$ cat src/rtl/coef_reload_ctrl.sv
// FIR coefficient reload sequencer: resets the FIR core, streams one ROM bank over the reload
// channel, waits a settle gap and then issues the config word. Macro COEF_RELOAD_TIMEOUT_EN adds a stall watchdog.
module coef_reload_ctrl #(
    parameter int COEF_NUM          = 192,
    parameter int COEF_W            = 16,
    parameter int LENGTH_rst        = 5,
    parameter int DELAY_LENGTH_conf = 200,
    parameter int TIMEOUT           = 1024
) (
    input  logic              clk,
    input  logic              rst_n,
    input  logic              start,
    input  logic [1:0]        bank_sel,
    output logic [9:0]        coef_addr,
    input  logic [COEF_W-1:0] coef_data,
    output logic [COEF_W-1:0] rel_tdata,
    output logic              rel_tvalid,
    input  logic              rel_tready,
    output logic              rel_tlast,
    output logic [7:0]        conf_tdata,
    output logic              conf_tvalid,
    input  logic              conf_tready,
    output logic              fir_aresetn,
    output logic              busy,
    output logic              done,
    output logic              err,
    output logic [2:0]        dbg_state
);

    if (COEF_NUM < 2 || COEF_NUM > 256) begin : g_bad_coef_num
        $error("coef_reload_ctrl: COEF_NUM out of range 2..256");
    end
    if (LENGTH_rst < 2 || LENGTH_rst > 255) begin : g_bad_length_rst
        $error("coef_reload_ctrl: LENGTH_rst out of range 2..255");
    end
    if (DELAY_LENGTH_conf < 1 || DELAY_LENGTH_conf > 65535) begin : g_bad_delay
        $error("coef_reload_ctrl: DELAY_LENGTH_conf out of range 1..65535");
    end
    if (TIMEOUT < 1 || TIMEOUT > 65535) begin : g_bad_timeout
        $error("coef_reload_ctrl: TIMEOUT out of range 1..65535");
    end

    localparam logic [7:0]  LAST_IDX = 8'(COEF_NUM - 1);
    localparam logic [15:0] RST_LAST = 16'(LENGTH_rst - 1);
    localparam logic [15:0] GAP_LAST = 16'(DELAY_LENGTH_conf - 1);

    typedef enum logic [2:0] {
        IDLE    = 3'd0,
        FIR_RST = 3'd1,
        FETCH   = 3'd2,
        SEND    = 3'd3,
        GAP     = 3'd4,
        CONFIG  = 3'd5,
        FIN     = 3'd6
    } state_t;

    state_t              state_q, state_d;
    logic [1:0]          bank_q, bank_d;
    logic [7:0]          idx_q, idx_d;
    logic [15:0]         cnt_q, cnt_d;
    logic [9:0]          addr_q, addr_d;
    logic [COEF_W-1:0]   rdata_q, rdata_d;
    logic                rvalid_q, rvalid_d;
    logic                rlast_q, rlast_d;
    logic [7:0]          cdata_q, cdata_d;
    logic                cvalid_q, cvalid_d;
    logic                rstn_q, rstn_d;
    logic                busy_q, busy_d;
    logic                done_q, done_d;
    logic                wd_fire;

`ifdef COEF_RELOAD_TIMEOUT_EN
    localparam logic [15:0] TO_LIM = 16'(TIMEOUT);

    logic [15:0] wd_q, wd_d;
    logic        err_q;

    // Counts consecutive stalled cycles while offering data; any non-stalled cycle clears it.
    always_comb begin
        wd_d = '0;
        if ((state_q == SEND && !rel_tready) || (state_q == CONFIG && !conf_tready)) begin
            wd_d = wd_q + 16'd1;
        end
    end

    assign wd_fire = (wd_d == TO_LIM);

    always_ff @(posedge clk or negedge rst_n) begin
        if (!rst_n) begin
            wd_q  <= '0;
            err_q <= 1'b0;
        end else begin
            wd_q  <= wd_d;
            err_q <= wd_fire;
        end
    end

    assign err = err_q;
`else
    assign wd_fire = 1'b0;
    assign err     = 1'b0;
`endif

    // Both channels follow AXI-Stream rules: once valid is raised the payload (and coef_addr)
    // is frozen until the cycle where valid && ready, and ready alone never changes state.
    always_comb begin
        state_d  = state_q;
        bank_d   = bank_q;
        idx_d    = idx_q;
        cnt_d    = cnt_q;
        addr_d   = addr_q;
        rdata_d  = rdata_q;
        rvalid_d = rvalid_q;
        rlast_d  = rlast_q;
        cdata_d  = cdata_q;
        cvalid_d = cvalid_q;
        done_d   = 1'b0;

        case (state_q)
            IDLE: begin
                if (start) begin
                    bank_d  = bank_sel;
                    idx_d   = '0;
                    cnt_d   = '0;
                    state_d = FIR_RST;
                end
            end
            FIR_RST: begin
                if (cnt_q == RST_LAST) begin
                    cnt_d   = '0;
                    addr_d  = {bank_q, idx_q};
                    state_d = FETCH;
                end else begin
                    cnt_d = cnt_q + 16'd1;
                end
            end
            FETCH: begin
                // First cycle presents the address, second cycle sees the ROM word.
                if (cnt_q == 16'd0) begin
                    cnt_d = 16'd1;
                end else begin
                    cnt_d    = '0;
                    rdata_d  = coef_data;
                    rlast_d  = (idx_q == LAST_IDX);
                    rvalid_d = 1'b1;
                    state_d  = SEND;
                end
            end
            SEND: begin
                if (rel_tready) begin
                    rvalid_d = 1'b0;
                    if (rlast_q) begin
                        rlast_d = 1'b0;
                        cnt_d   = '0;
                        state_d = GAP;
                    end else begin
                        idx_d   = idx_q + 8'd1;
                        addr_d  = {bank_q, idx_q + 8'd1};
                        state_d = FETCH;
                    end
                end
            end
            GAP: begin
                if (cnt_q == GAP_LAST) begin
                    cnt_d    = '0;
                    cdata_d  = {6'b0, bank_q};
                    cvalid_d = 1'b1;
                    state_d  = CONFIG;
                end else begin
                    cnt_d = cnt_q + 16'd1;
                end
            end
            CONFIG: begin
                if (conf_tready) begin
                    cvalid_d = 1'b0;
                    done_d   = 1'b1;
                    state_d  = FIN;
                end
            end
            FIN: begin
                state_d = IDLE;
            end
            default: begin
                state_d = IDLE;
            end
        endcase

        if (wd_fire) begin
            rvalid_d = 1'b0;
            rlast_d  = 1'b0;
            cvalid_d = 1'b0;
            cnt_d    = '0;
            done_d   = 1'b0;
            state_d  = IDLE;
        end

        rstn_d = (state_d != FIR_RST);
        busy_d = (state_d != IDLE);
    end

    always_ff @(posedge clk or negedge rst_n) begin
        if (!rst_n) begin
            state_q  <= IDLE;
            bank_q   <= '0;
            idx_q    <= '0;
            cnt_q    <= '0;
            addr_q   <= '0;
            rdata_q  <= '0;
            rvalid_q <= 1'b0;
            rlast_q  <= 1'b0;
            cdata_q  <= '0;
            cvalid_q <= 1'b0;
            rstn_q   <= 1'b1;
            busy_q   <= 1'b0;
            done_q   <= 1'b0;
        end else begin
            state_q  <= state_d;
            bank_q   <= bank_d;
            idx_q    <= idx_d;
            cnt_q    <= cnt_d;
            addr_q   <= addr_d;
            rdata_q  <= rdata_d;
            rvalid_q <= rvalid_d;
            rlast_q  <= rlast_d;
            cdata_q  <= cdata_d;
            cvalid_q <= cvalid_d;
            rstn_q   <= rstn_d;
            busy_q   <= busy_d;
            done_q   <= done_d;
        end
    end

    assign coef_addr   = addr_q;
    assign rel_tdata   = rdata_q;
    assign rel_tvalid  = rvalid_q;
    assign rel_tlast   = rlast_q;
    assign conf_tdata  = cdata_q;
    assign conf_tvalid = cvalid_q;
    assign fir_aresetn = rstn_q;
    assign busy        = busy_q;
    assign done        = done_q;
    assign dbg_state   = state_q;

endmodule

$ cat config.mk
export PLATFORM = sky130hd
export DESIGN_NAME = coef_reload_ctrl
export DESIGN_NICKNAME = d
export VERILOG_FILES = /design/src/rtl/coef_reload_ctrl.sv
export SDC_FILE = /design/constraint.sdc
export NUM_CORES = 1
export LEC_CHECK = 0
export ABC_AREA = 1
export BUFFER_PORTS_ARGS = -buffer_cell sky130_fd_sc_hd__buf_2
export CAP_MARGIN = 15
export CORE_AREA = 2 2 83 85
export CTS_BUF_LIST = sky130_fd_sc_hd__clkbuf_16
export CTS_CLUSTER_SIZE = 16
export DETAILED_ROUTE_END_ITERATION = 10
export DIE_AREA = 0 0 85 87
export GPL_TIMING_DRIVEN = 0
export PLACE_DENSITY = 0.78
export SLEW_MARGIN = 0
export SYNTH_ARGS = -nofsm -noshare
export SYNTH_HDL_FRONTEND = slang
export SYNTH_SLANG_ARGS = --single-unit
$ cat constraint.sdc
create_clock -name clk -period 1.8 [get_ports clk]
set_input_delay 0.45 -clock clk [delete_from_list [all_inputs] [get_ports clk]]
set_output_delay 0.45 -clock clk [all_outputs]
set_load 0.1 [all_outputs]
==> impl_results.rst <==
.. list-table::
   :header-rows: 1

   * - Metric
     - Value
   * - Outcome
     - completed
   * - Transition time of the tightest slew-check pin
     - 0.561 ns
   * - Critical path startpoint category
     - flip-flop
   * - Worst Clk Skew
     - 0.00580 ns
   * - Final wirelength
     - roughly 7800 microns
   * - Flip-flop and latch count after synthesis
     - 63
   * - Routed wire length per instance
     - 12.7 microns
   * - Maximum VDD drop
     - about 0.0018 V
   * - Clock edge transition at the registers on the reported setup and hold paths
     - around 0.050 ns
   * - Power spent charging and discharging nets
     - 4030 uW
   * - Total half-perimeter wirelength after legalization and detailed placement
     - 5660 microns
   * - Most instantiated flip-flop cell in the synthesis netlist
     - sky130_fd_sc_hd__dfrtp_1
   * - Share of total power in the clock network
     - 0.224
   * - Aggregate global routing overflow
     - 0
   * - RD Place Congestion
     - about 0.86
   * - Sequential share of the synthesized area
     - 0.452
   * - Antenna diode count
     - 0
   * - Total Negative Setup Slacks
     - 0 ns
   * - Fin nets
     - approximately 560
   * - Share of post-route cells with drive strength above 1
     - 0.235
   * - Total count of max-transition violations in the final report
     - 0
   * - Rel. slew slack
     - 0.626
   * - Place WS
     - 0.0763 ns
   * - Cell area after layout
     - 0.00425 sq mm
   * - RSZ-0062 raised after global routing
     - yes
   * - Setup crit end kind
     - flip-flop
   * - Switching share of power
     - 0.528
   * - Time the final worst path needs with I/O delays and setup
     - 1.74 ns
   * - Internal power summed over all cells
     - 3600 uW
   * - Async S/R FF share, synth
     - 1.00
   * - Core Footprint
     - approximately 0.0066 sq mm
   * - Cell count after synthesis
     - 453
   * - Type of the worst setup path
     - reg2reg
   * - Largest net degree at the start of global routing
     - 41
   * - Cell variety after synth
     - 33
   * - Final setup viols
     - 0
   * - Number of DRC violations after detailed routing
     - 0
   * - Total CTS buffers
     - 9
   * - Avg Synthesized Cell Area
     - 7.71 sq um
   * - Comb power frac
     - 0.518
   * - First-pass GRT wire length
     - 13100 microns
   * - Area grow syn2layout
     - 21.8%
   * - Min-delay worst type
     - in2async
   * - Number of clock sinks
     - 63
   * - Summed instance area of the synthesized netlist
     - between 0.003 and 0.004 sq mm
   * - TritonCTS clock tree
     - done
   * - Number of filler cells placed in the layout
     - 550
   * - Die area
     - 0.00740 sq mm
   * - Pre-antenna DRT Iters
     - 5
   * - Sequential share of power
     - 0.258
   * - Most common cell after layout, fill and taps aside
     - sky130_fd_sc_hd__nand2_1
   * - Routed vias
     - 3223
   * - Clock Root Buffer
     - sky130_fd_sc_hd__clkbuf_16
   * - Crit path required time
     - 2.01 ns
   * - Vert. Die Dim
     - 87 microns
   * - Post-route worst setup slack
     - about 0.056 ns
   * - Antenna violations before repair
     - 0
   * - Number of synthesized flops with an enable pin
     - 0
   * - Static Leakage
     - 0.00221 uW
   * - Initial core utilization
     - 0.532
   * - Largest fanout on the critical path
     - 10
   * - Worst path arrival time
     - 1.96 ns
   * - Per-cell via count in the routed design
     - 5.22
   * - Total number of yosys warnings
     - 0
   * - Number of top-level pins
     - 67
   * - Overall die width
     - between 80 and 90 microns
   * - Combined global-route utilization of all metal layers
     - 0.217
   * - Power density over the cells
     - around 1800 mW/mm^2
   * - Final core utilization
     - 0.648
   * - Commonest cells after routing, fill and taps aside
     - 153 x sky130_fd_sc_hd__nand2_1, 63 x sky130_fd_sc_hd__buf_2, 62 x sky130_fd_sc_hd__nand3_1
   * - Count of buffers from port buffering
     - 59
   * - Number of max-cap violations
     - 0
   * - Share of the clock period used by the worst path after layout
     - 0.969
   * - Highest clock frequency the design can meet
     - 573 MHz
   * - Clock latency at the later pin of the worst-skew pair
     - ~0.32 ns
   * - Number of core rows
     - 30
   * - Placed standard-cell area
     - 0.00394 sq mm
   * - Number of hold-slack violations in the final timing report
     - 0
   * - DR iter-0 viols
     - 216
   * - Max H-tree Level
     - 3
   * - ANT nets after route
     - 0
   * - CTS Buffer Depth
     - 2
   * - Via count of the first global-routing pass
     - 3034
## layer usage
layer  vias up  share of wire  track usage
met2        98           0.49        0.369
li1       1618              -            -
met3         9          0.060       0.0550
met5         -              0            0
met1      1498           0.44        0.273
met4         0          0.014       0.0635
## critical path: stages (launching register included)
cell	delay, ns
sky130_fd_sc_hd__dfrtp_1	0.46
sky130_fd_sc_hd__nor2_1	0.12
sky130_fd_sc_hd__nand2_1	0.09
sky130_fd_sc_hd__nor2_4	0.26
sky130_fd_sc_hd__nand4_1	0.29
sky130_fd_sc_hd__buf_2	0.28
sky130_fd_sc_hd__nand3_1	0.09
sky130_fd_sc_hd__nand2_1	0.05
## power groups by stage
| stage | clock network (uW) | registers, uW | logic [uW] |
|---|---|---|---|
| detailed placement | 0 | 1980 | 3920 |
| CTS | 1730 | 1970 | 3930 |
| floorplan | 0 | 3910 | 1300 |
| global route | 1800 | 2010 | 4200 |
| global placement | 0 | 1970 | 3870 |
| finish | 1710 | 1970 | 3960 |
## per-stage QoR
stage                     hold slack, ns  instances  total power [uW]
final                              0.118        617              7640
after global routing               0.159        617              8010
after CTS                          0.136        615              7630
after detailed placement           0.456        599              5900
after global placement             0.452        598              5840
after floorplan                    0.154        459              5220
## kinds of logic (layout without fill, tap and decap cells)
logic type / count (synthesis) / after routing / share of synthesized area
and+or+nand+nor: 280 / 280 / 0.364
DFF: 63 / 63 / 0.452
buffers and inverters: 58 / 136 / 0.0852
AOI/OAI and AO/OA: 45 / 45 / 0.0792
adders and majority gates: 4 / 4 / 0.0143
xor gates and xnor gates: 2 / 2 / 0.00502
other: 1 / 7 / 0.00107
## final timing paths
kind / from / cells past startpoint / endpoint / slack [ns]
worst min register to register: rel_tdata[13]$_DFFE_PN0P_ / 2 / rel_tdata[13]$_DFFE_PN0P_ / 0.47
worst min-delay path: rst_n / 1 / cnt_q[15]$_DFFE_PN0P_ / 0.12
worst max-delay path: cnt_q[13]$_DFFE_PN0P_ / 7 / coef_addr[3]$_DFFE_PN0P_ / 0.06
max in group asynchronous: rst_n / 2 / fir_aresetn$_DFF_PN1_ / 1.02
min in group clk: bank_sel[1] / 3 / bank_q[1]$_DFFE_PN0P_ / 0.33
worst max register to register: cnt_q[13]$_DFFE_PN0P_ / 7 / coef_addr[3]$_DFFE_PN0P_ / 0.06
## synthesized netlist by cell type, drive strengths merged (2+ instances only)
library cell  instances  area share
nor2                 41       0.052
o21ai                27       0.041
nand4                 7       0.013
dfrtp                62        0.44
o21bai                3      0.0064
o211ai               12       0.026
ha                    4       0.014
nand3                65        0.10
nor3                  5       0.014
nand2               160        0.18
buf                  19       0.043
a21oi                 2      0.0039
inv                  39       0.042
## state kept, by name, indices dropped and copies added, names as in the netlist, 2 cells and up
signal      flops
bank_q          2
cnt_q          16
coef_addr      10
conf_tdata      2
dbg_state       3
idx_q           8
rel_tdata      16
## area by class of cell
type | count | area [sq um] | share of cell area
buffer | 19 | 151 | 0.0356
clock buffer | 9 | 225 | 0.0529
clock inverter | 7 | 72.6 | 0.0171
inverter | 39 | 146 | 0.0344
multi-input combinational | 338 | 1650 | 0.387
sequential | 63 | 1580 | 0.372
tap | 80 | 100 | 0.0235
timing repair buffer | 62 | 330 | 0.0776
## timing repair
action / CTS / global route
hold buffers: 0 / 0
resized for setup: 0 / 2
setup endpoints to repair: 0 / 13
buffers inserted: 0 / 2
No activity file was read; power rests on OpenSTA's default activity.
